[src/rtl/if_stage_pkg.sv]
// Shared types and constants for the instruction-fetch stage.
// Holds the fetch FSM state encoding, the NOP word and the default vectors.
// Also provides a small helper for the word-alignment test on fetch addresses.
package if_stage_pkg;

    typedef enum logic [1:0] {
        ST_IDLE = 2'd0,
        ST_REQ  = 2'd1,
        ST_FULL = 2'd2,
        ST_DROP = 2'd3
    } fetch_state_e;

    localparam logic [31:0] NOP_INST       = 32'h0000_0000;
    localparam logic [31:0] DEF_RESET_PC   = 32'hBFC0_0000;
    localparam logic [31:0] DEF_EXC_VECTOR = 32'hBFC0_0380;

    // True when a fetch address is not word aligned
    function automatic logic pc_misaligned(input logic [31:0] pc);
        return (pc[1:0] != 2'b00);
    endfunction

endpackage

[src/rtl/if_next_pc.sv]
// Next fetch-PC selection: exception > ERET > branch/jump, else sequential.
// Purely combinational, zero latency.
// No flow control; the caller decides when the selected PC is applied.
module if_next_pc
    import if_stage_pkg::*;
#(
    parameter logic [31:0] EXC_VECTOR = DEF_EXC_VECTOR
) (
    input  logic        except_i,
    input  logic        eret_en_i,
    input  logic        redirect_en_i,
    input  logic [31:0] epc_i,
    input  logic [31:0] redirect_pc_i,
    input  logic [31:0] fetch_pc_i,
    output logic        redir_vld_o,
    output logic [31:0] redir_pc_o,
    output logic [31:0] seq_pc_o,
    output logic        misaligned_o
);

    // Priority mux over the redirect sources; sequential PC wraps modulo 2^32
    always_comb begin
        redir_vld_o = except_i | eret_en_i | redirect_en_i;
        redir_pc_o  = fetch_pc_i;
        if (except_i) begin
            redir_pc_o = EXC_VECTOR;
        end else if (eret_en_i) begin
            redir_pc_o = epc_i;
        end else if (redirect_en_i) begin
            redir_pc_o = redirect_pc_i;
        end
        seq_pc_o     = fetch_pc_i + 32'd4;
        misaligned_o = pc_misaligned(fetch_pc_i);
    end

endmodule

[src/rtl/if_stage.sv]
// Instruction fetch: owns the fetch PC, talks to imem over req/ack, presents {pc, inst, valid, adel}.
// Latency: one edge from ack to presented bundle; 1 instr/cycle with a zero-wait memory.
// Backpressure: write=0 freezes the bundle; a new request is only started when its result can be absorbed.
module if_stage
    import if_stage_pkg::*;
#(
    parameter logic [31:0] RESET_PC   = DEF_RESET_PC,
    parameter logic [31:0] EXC_VECTOR = DEF_EXC_VECTOR
) (
    input  logic        clk,
    input  logic        rst,
    input  logic        write,
    input  logic        flush,
    input  logic        redirect_en,
    input  logic [31:0] redirect_pc,
    input  logic        except,
    input  logic        eret_en,
    input  logic [31:0] epc_in,
    output logic        imem_req,
    output logic [31:0] imem_addr,
    input  logic        imem_ack,
    input  logic [31:0] imem_rdata,
    output logic [31:0] pc_out,
    output logic [31:0] inst_out,
    output logic        valid_out,
    output logic        adel_out
);

    fetch_state_e state_q, state_d;
    logic [31:0]  fetch_pc_q, fetch_pc_d;
    logic [31:0]  drop_addr_q, drop_addr_d;
    logic         req_pend_q, req_pend_d;
    logic [31:0]  pc_q, pc_d;
    logic [31:0]  inst_q, inst_d;
    logic         valid_q, valid_d;
    logic         adel_q, adel_d;

    logic         redir_vld;
    logic [31:0]  redir_pc;
    logic [31:0]  seq_pc;
    logic         misaligned;
    logic         issue;
    logic         outstanding;
    logic         squash;

    if_next_pc #(
        .EXC_VECTOR (EXC_VECTOR)
    ) u_next_pc (
        .except_i      (except),
        .eret_en_i     (eret_en),
        .redirect_en_i (redirect_en),
        .epc_i         (epc_in),
        .redirect_pc_i (redirect_pc),
        .fetch_pc_i    (fetch_pc_q),
        .redir_vld_o   (redir_vld),
        .redir_pc_o    (redir_pc),
        .seq_pc_o      (seq_pc),
        .misaligned_o  (misaligned)
    );

    // Request handshake. A request in REQ starts only if the bundle is empty or being
    // consumed at this edge; once started (req_pend_q) it is held until ack. Doing so
    // guarantees an ack never arrives while a stalled valid bundle occupies the register.
    // In DROP the original address is replayed so imem_addr stays stable until ack.
    always_comb begin
        issue       = (state_q == ST_REQ) && !misaligned && (req_pend_q || !valid_q || write);
        imem_req    = issue || (state_q == ST_DROP);
        imem_addr   = (state_q == ST_DROP) ? drop_addr_q : fetch_pc_q;
        outstanding = imem_req && !imem_ack;
        squash      = redir_vld || flush;
    end

    // Next-state: redirect/flush first, then per-state capture/consume behaviour
    always_comb begin
        state_d     = state_q;
        fetch_pc_d  = fetch_pc_q;
        drop_addr_d = drop_addr_q;
        req_pend_d  = req_pend_q;
        pc_d        = pc_q;
        inst_d      = inst_q;
        valid_d     = valid_q;
        adel_d      = adel_q;

        // Decode took the bundle: leave a bubble unless something refills it below
        if (write) begin
            valid_d = 1'b0;
            inst_d  = NOP_INST;
            adel_d  = 1'b0;
        end

        if (squash) begin
            valid_d    = 1'b0;
            inst_d     = NOP_INST;
            adel_d     = 1'b0;
            req_pend_d = 1'b0;
            if (redir_vld) begin
                fetch_pc_d = redir_pc;
            end
            if (outstanding) begin
                state_d     = ST_DROP;
                drop_addr_d = imem_addr;
            end else begin
                state_d = ST_REQ;
            end
        end else begin
            unique case (state_q)
                ST_IDLE: begin
                    state_d = ST_REQ;
                end
                ST_REQ: begin
                    if (misaligned) begin
                        // Present the faulting PC without touching memory; wait for the redirect
                        if (!valid_q || write) begin
                            pc_d    = fetch_pc_q;
                            inst_d  = NOP_INST;
                            valid_d = 1'b1;
                            adel_d  = 1'b1;
                            state_d = ST_FULL;
                        end
                    end else if (issue && imem_ack) begin
                        pc_d       = fetch_pc_q;
                        inst_d     = imem_rdata;
                        valid_d    = 1'b1;
                        adel_d     = 1'b0;
                        fetch_pc_d = seq_pc;
                        req_pend_d = 1'b0;
                        state_d    = write ? ST_REQ : ST_FULL;
                    end else if (issue) begin
                        req_pend_d = 1'b1;
                    end
                end
                ST_FULL: begin
                    if (write) begin
                        state_d = ST_REQ;
                    end
                end
                ST_DROP: begin
                    if (imem_ack) begin
                        state_d = ST_REQ;
                    end
                end
                default: begin
                    state_d = ST_IDLE;
                end
            endcase
        end
    end

    // State and bundle registers with asynchronous reset
    always_ff @(posedge clk or posedge rst) begin
        if (rst) begin
            state_q     <= ST_IDLE;
            fetch_pc_q  <= RESET_PC;
            drop_addr_q <= '0;
            req_pend_q  <= 1'b0;
            pc_q        <= '0;
            inst_q      <= NOP_INST;
            valid_q     <= 1'b0;
            adel_q      <= 1'b0;
        end else begin
            state_q     <= state_d;
            fetch_pc_q  <= fetch_pc_d;
            drop_addr_q <= drop_addr_d;
            req_pend_q  <= req_pend_d;
            pc_q        <= pc_d;
            inst_q      <= inst_d;
            valid_q     <= valid_d;
            adel_q      <= adel_d;
        end
    end

    // Bundle outputs come straight from registers
    always_comb begin
        pc_out    = pc_q;
        inst_out  = inst_q;
        valid_out = valid_q;
        adel_out  = adel_q;
    end

endmodule

[config.mk]
export PLATFORM = sky130hd
export DESIGN_NAME = if_stage
export DESIGN_NICKNAME = d
export VERILOG_FILES = /design/src/rtl/if_stage_pkg.sv /design/src/rtl/if_next_pc.sv /design/src/rtl/if_stage.sv
export SDC_FILE = /design/constraint.sdc
export NUM_CORES = 1
export LEC_CHECK = 0
export ABC_AREA = 0
export CAP_MARGIN = 20
export CORE_ASPECT_RATIO = 0.6
export CORE_MARGIN = 1.5
export CORE_UTILIZATION = 49
export CTS_CLUSTER_SIZE = 28
export DETAILED_ROUTE_END_ITERATION = 12
export GPL_TIMING_DRIVEN = 0
export PLACE_DENSITY = 0.81
export SYNTH_ARGS = -nofsm -noshare
export SYNTH_HDL_FRONTEND = slang
export SYNTH_HIERARCHICAL = 1
export SYNTH_SLANG_ARGS = --single-unit
[constraint.sdc]
create_clock -name clk -period 5.3 [get_ports clk]
set_input_delay 1.06 -clock clk [delete_from_list [all_inputs] [get_ports clk]]
set_output_delay 1.06 -clock clk [all_outputs]
set_load 0.01 [all_outputs]
==> out/qor.yml, run 1 <==
sta:
  final_max_slew_viol_count: 0
  hold_viol: 0
  post-route-period-util_pct: 75.03
  fin_ws_ns: 1.324
  setup_viol: 0
  rsz0062_at_grt: "no"
  max_slew_margin_pct: 34.13
  worst_pin_slew_ns: 0.9859
  clock-skew-final_ns: 0.008512
  fmax_mhz: 251.5
  fin_crit_ns: 3.976
detailed_routing:
  postRouteAntennaNets: 0
  dr.pass1.iters: 8
  vias: 6046
  wirelength_um: 20480
  drc: 0
  first_iter_violations: 445
  wl_per_cell_um: 18.57
  vias_per_cell: 5.481
place:
  place.gp.congestion: 0.8351
  io_buffers: 200
  hpwl_um: 14630
  place_ws_ns: 1.288
clock_network:
  cts_resized: 0
  clockRootBuffer: "clkbuf_16"
  tritoncts: "yes"
  ctsLongestPathBuffers: 2
  cts_buffers: 17
  post_cts_buffers: 0
  clock_latency_ns: 0.41
  clk_pin_slew_ns: 0.06
  cts_sinks: 133
  h-tree-depth: 4
  hold_buffers: 0
worst_setup_path:
  cp_common_cell: "clkdlybuf4s50_1"
  crit_start: "write"
  r2r.worst_path.cells: 7
  worst_ep_arrival_time_ns: 2.92
  crit_path_top_delay_cell: "nor3b_1"
  crit_path_start_kind: "primary input"
  cp_max_fo: 4
  crit_path_max_incr_delay_ns: 0.53
  end_kind: "output port"
  crit_end: "imem_req"
  r2r_end: "fetch_pc_q[18]"
  r2r-start: "fetch_pc_q[0]"
  regToRegSetupSlack_ns: 2.46
  cp.required_ns: 4.24
  critPathKind: "primary input to output port"
  path_cells: "clkdlybuf4s50_1 -> nor3b_1 -> o21bai_1 -> and2_1 -> clkdlybuf4s50_1"
cells_and_area:
  layout-drive-gt1-share_pct: 19.78
  nNetsFinal: 997
  area_growth_pct: 37.58
  diodes: 0
global_routing:
  track_usage_pct: 26.24
  grt_pass1_wl_um: 32880
  grt-ovfl-total: 0
  grt_max_degree: 74
  first_global_vias: 5986
  antenna_found_initial: 1
yosys:
  synth_cell_types: 46
  netlist_instances: 672
  avgSynthCellArea_um2: 11.19
  async_flop_share_pct: 100.0
  yosysWarnings: 6
  yosysSeqAreaShare_pct: 44.42
  synth_edf_count: 0
  synthesis.nets: 777
  syn_area_mm2: 0.007518
  ys.flop_type: "dfrtp_1"
  synth_seq_cells: 133
run_status:
  status: "finished, final reports clean"
min_path:
  min_delay_path_depth: 1
  min_from: "drop_addr_q[11]"
  min_path_type: "register to register"
die:
  rows: 34
  die_x_um: 162.9
  coreArea_mm2: 0.01472
  start_util_pct: 51.08
  die_y_um: 98.95
  design.die.area_mm2: 0.01612
  ios: 203
power:
  p_leak_nw: 4.387
  cellPowerDensity_mw_per_mm2: 321.2
  peakVddDrop_mv: 0.2212
  power_mw: 3.323
run:
  drv_cap: 0
## report_power, final
part | internal [mW] | switching (mW)
clock | 0.616 | 0.480
combinational | 0.554 | 0.363
sequential | 1.19 | 0.122
total | 2.36 | 0.964
## registers in the layout, summed over array words and instances, names as in the netlist
signal       cells
fetch_pc_q      32
inst_out        32
adel_out         1
valid_out        1
pc_out          32
req_pend_q       1
drop_addr_q     32
state_q          2
## final cells by class
type / count / area (um^2)
repair buffers: 201 / 2029
fillers: 1120 / 4375
clock inverters: 13 / 100.1
inverters: 5 / 23.77
multi-input cells: 486 / 3931
plain buffers: 48 / 229.0
flip-flops and latches: 133 / 3339
well taps: 198 / 247.7
clock buffers: 19 / 442.9
## critical path, delay by kind of cell
kind / cells / cell delay (ns)
simple gates: 2 / 0.71
buf+inv: 2 / 1.01
compound gates: 1 / 0.13
## Yosys cell counts, drive strengths merged (8+ instances only)
| library cell | count | area share, % |
|---|---|---|
| mux2 | 172 | 27 |
| dfrtp | 124 | 41 |
| a21oi | 56 | 3.7 |
| nor2 | 48 | 2.4 |
| nand3 | 45 | 3.1 |
| nand2 | 44 | 2.2 |
| mux2i | 32 | 4.3 |
| buf | 25 | 1.9 |
| clkbuf | 23 | 1.1 |
| xnor2 | 20 | 2.3 |
| nand2b | 14 | 1.3 |
| dfstp | 9 | 3.1 |
| nand4 | 8 | 0.87 |
| xor2 | 8 | 0.93 |
## worst min-delay path by stage
| stage | end | slack [ns] |
|---|---|---|
| global route | drop_addr_q[17] | 0.50 |
| CTS | drop_addr_q[8] | 0.48 |
| finish | drop_addr_q[11] | 0.48 |
| detailed placement | drop_addr_q[8] | 0.47 |
| global placement | drop_addr_q[28] | 0.46 |
| floorplan | drop_addr_q[29] | 0.45 |
## cells by family (layout without fill, tap and decap cells)
family                   after synthesis  after routing  synth area share [%]
XOR/XNOR                              28             28                 3.262
AND/OR/NAND/NOR                      186            186                 12.65
adder cells (fa/ha/maj)                1              1                0.1664
buffers and inverters                 53            286                 3.295
AO/OA/AOI/OAI                         67             67                 4.693
flip-flops                           133            133                 44.42
multiplexers                         204            204                 31.52
## per-stage QoR
stage	cells	area [um^2]	TNS, ns	hold WS (ns)	util, %
floorplan	672	7518	0	0.4541	-
global route	1103	10340	0	0.4951	70.27
finish	1103	10340	0	0.4807	70.27
CTS	1103	10340	0	0.4843	70.27
detailed placement	1071	9801	0	0.4708	66.58
global placement	1070	9768	-163.23	0.4626	66.36
## placed cells by master, fill, tap and decap left out, types with 13 or more instances in the layout
| cell | netlist | routed |
|---|---|---|
| nand2_1 | 44 | 44 |
| nand2b_1 | 13 | 13 |
| xnor2_1 | 20 | 20 |
| mux2i_1 | 32 | 32 |
| clkbuf_16 | 0 | 17 |
| nor2_1 | 48 | 48 |
| dfrtp_1 | 124 | 124 |
| mux2_1 | 63 | 63 |
| mux2_2 | 79 | 79 |
| nand3_1 | 44 | 44 |
| buf_2 | 15 | 15 |
| clkdlybuf4s50_1 | 0 | 200 |
| a21oi_1 | 56 | 56 |
| clkbuf_1 | 23 | 24 |
| mux2_4 | 30 | 30 |
## metal layers
layer | global-route usage, % | up-vias | share of wire, %
met2 | 37.97 | 214 | 43
li1 | - | 2817 | -
met3 | 8.544 | 22 | 9.2
met4 | 5.999 | 2 | 0.90
met1 | 38.06 | 2991 | 47
met5 | 0 | - | 0.063
Note: power is estimated with default switching activity, not from simulation.
==> run 2, diff against run 1 <==
==> constraint.sdc (replaced) <==
create_clock -name clk -period 4 [get_ports clk]
set_input_delay 0.8 -clock clk [delete_from_list [all_inputs] [get_ports clk]]
set_output_delay 0.8 -clock clk [all_outputs]
set_load 0.01 [all_outputs]
==> run 2 against run 1 <==
- count of clock-buffer cells in the layout fell by 1
- wire length shrank 0.32%
- highest routed layer is now met4
- largest cell class unchanged
- worst setup slack lost 0.78 ns
- non-clock buffer count up 2
- critical endpoint is now drop_addr_q[21]
- critical path depth grew 5
==> out/qor.yml, run 2 (same netlist as run 1, synthesis figures left out) <==
run_status:
  status: "finished, final reports clean"  # unchanged
cells_and_area:
  final_common_cell: "clkdlybuf4s50_1"  # unchanged
  layout-drive-gt1-share_pct: 19.96  # was 19.78%
  nNetsFinal: 999  # was 997
  area_growth_pct: 37.84  # was 37.58%
  fillers: 1096  # was 1120
  fin_area_mm2: 0.01036  # was 0.01034 mm^2
  layout_common_cells: "200 x clkdlybuf4s50_1, 124 x dfrtp_1, 79 x mux2_2"  # unchanged
  diodes: 0  # unchanged
place:
  place.gp.congestion: 0.8374  # was 0.8351
  place_area_mm2: 0.009832  # was 0.009801 mm^2
  hpwl_um: 14700  # was 14630 um
  io_buffers: 200  # unchanged
detailed_routing:
  wl_per_cell_um: 18.47  # was 18.57 um
  vias_per_cell: 5.501  # was 5.481
  postRouteAntennaNets: 0  # unchanged
  dr.pass1.iters: 5  # was 8
  drc: 0  # unchanged
  first_iter_violations: 340  # was 445
  vias: 6079  # was 6046
  wirelength_um: 20410  # was 20480 um
sta:
  post-route-period-util_pct: 86.29
  fin_crit_ns: 3.451
  hold_viol: 0  # unchanged
  rsz0062_at_grt: "no"  # unchanged
  clock-skew-final_ns: 0.01359  # was 0.008512 ns
  setup_viol: 0  # unchanged
  fmax_mhz: 289.7
  tns_ns: 0  # unchanged
  max_slew_margin_pct: 39.26  # was 34.13%
  final_max_slew_viol_count: 0  # unchanged
  worst_pin_slew_ns: 0.9092  # was 0.9859 ns
min_path:
  min_from: "drop_addr_q[2]"  # was drop_addr_q[11]
  min_path_type: "register to register"  # unchanged
  min_delay_path_depth: 1  # unchanged
worst_setup_path:
  cp_common_cell: "clkbuf_1"  # was clkdlybuf4s50_1
  end_kind: "register"  # was output port
  r2r.worst_path.cells: 7  # unchanged
  crit_path_top_delay_cell: "clkbuf_1"  # was nor3b_1
  cp_max_fo: 10  # was 4
  cp.required_ns: 4.29  # was 4.24 ns
  crit_path_start_kind: "primary input"  # unchanged
  path_cells: "clkbuf_1 -> buf_2 -> or3_1 -> clkbuf_1 -> nor2_1 -> nor2_1 -> and3_1 -> clkbuf_1 -> buf_2 -> mux2_1"  # was clkdlybuf4s50_1 -> nor3b_1 -> o21bai_1 -> and2_1 -> clkdlybuf4s50_1
  critPathKind: "primary input to register"  # was primary input to output port
  crit_start: "eret_en"  # was write
  worst_ep_arrival_time_ns: 3.74  # was 2.92 ns
  r2r-start: "fetch_pc_q[0]"  # unchanged
  crit_path_max_incr_delay_ns: 0.57  # was 0.53 ns
power:
  seqPwrFrac_pct: 39.7  # was 39.4%
  switching_share_pct: 28.96  # was 29.02%
  cellPowerDensity_mw_per_mm2: 422.2  # was 321.2 mW/mm^2
  p_leak_nw: 4.398  # was 4.387 nW
  p_int_mw: 3.108  # was 2.358 mW
  p_comb_share_pct: 27.9  # was 27.6%
  p_switching_mw: 1.267  # was 964.2 uW
  clockPowerShare_pct: 32.5  # was 33.0%
  peakVddDrop_mv: 0.2642  # was 0.2212 mV
global_routing:
  antenna_found_initial: 0  # was 1
  track_usage_pct: 26.14  # was 26.24%
  grt-ovfl-total: 0  # unchanged
  first_global_vias: 6002  # was 5986
  grt_pass1_wl_um: 32530  # was 32880 um
  grt_max_degree: 40  # was 74
die:
  design.die.area_mm2: 0.01612  # unchanged
  ios: 203  # unchanged
  die_y_um: 98.95  # unchanged
  coreArea_mm2: 0.01472  # unchanged
  start_util_pct: 51.08  # unchanged
  rows: 34  # unchanged
  die_x_um: 162.9  # unchanged
clock_network:
  hold_buffers: 0  # unchanged
  clk_pin_slew_ns: 0.06  # about the same
  h-tree-depth: 4  # unchanged
  cts_sinks: 133  # unchanged
  clock_latency_ns: 0.41  # about the same
  tritoncts: "yes"  # unchanged
  clockRootBuffer: "clkbuf_16"  # unchanged
  cts_resized: 0  # unchanged
  post_cts_buffers: 0  # unchanged
  ctsLongestPathBuffers: 2  # unchanged
  cts_buffers: 17  # unchanged
run:
  drv_cap: 0  # unchanged
[run 2: cell count changes in the layout (fill, tap and decap cells not counted), sizes merged]
cell | before | now
buf | 26 | 28
clkinv | 5 | 7
inv | 8 | 7
clkbuf | 42 | 41
[run 2: area by class of cell]
cell class	instances	area [um^2]	share of cell area (%)
Sequential cell	133	3339	32.22
Inverter	5	22.52	0.2173
Clock buffer	18	429.2	4.141
Buffer	48	229.0	2.209
Tap cell	198	247.7	2.390
Multi-Input combinational cell	486	3931	37.93
Clock inverter	14	102.6	0.9900
Timing Repair Buffer	203	2062	19.90
[run 2: power by group through the flow]
stage	Combinational (mW)	Clock [mW]	Sequential (mW)
2_1_floorplan	0.614	0	1.76
3_3_place_gp	1.19	0	1.74
3_5_place_dp	1.22	0	1.75
4_1_cts	1.23	1.44	1.74
5_1_grt	1.31	1.50	1.77
6_report	1.22	1.42	1.74
[run 2: stage by stage]
step           hold WS, ns  util, %  power [mW]  setup WS [ns]  instances
3_5_place_dp        0.4708    66.80       2.972         0.1659       1073
5_1_grt             0.4952    70.41       4.583         0.4627       1105
3_3_place_gp        0.4626    66.39       2.934         0.2335       1070
4_1_cts             0.4848    70.41       4.407         0.5607       1105
2_1_floorplan       0.4541        -       2.371         0.9658        672
6_report            0.4785    70.41       4.375         0.5485       1105
[run 2: final timing paths]
kind | endpoint | slack (ns)
hold / removal | drop_addr_q[2] | 0.48
setup reg to reg | fetch_pc_q[3] | 1.20
setup / recovery | drop_addr_q[21] | 0.55
hold reg to reg | drop_addr_q[2] | 0.48
min in group asynchronous | pc_out[28] | 0.80
max in group asynchronous | fetch_pc_q[22] | 2.54
[run 2: layer usage]
layer / global-route usage [%] / routed length (um) / vias to the layer above
met1: 37.11 / 9530 / 3014
met3: 7.786 / 1751 / 16
li1: - / - / 2819
met2: 38.95 / 8918 / 230
met5: 0 / 0 / -
met4: 6.704 / 212 / 0
[run 2: critical path, delay by kind of cell]
kind | cells | cell delay [ns]
buffers and inverters | 5 | 1.95
multiplexers | 1 | 0.36
AND/OR/NAND/NOR | 4 | 0.60
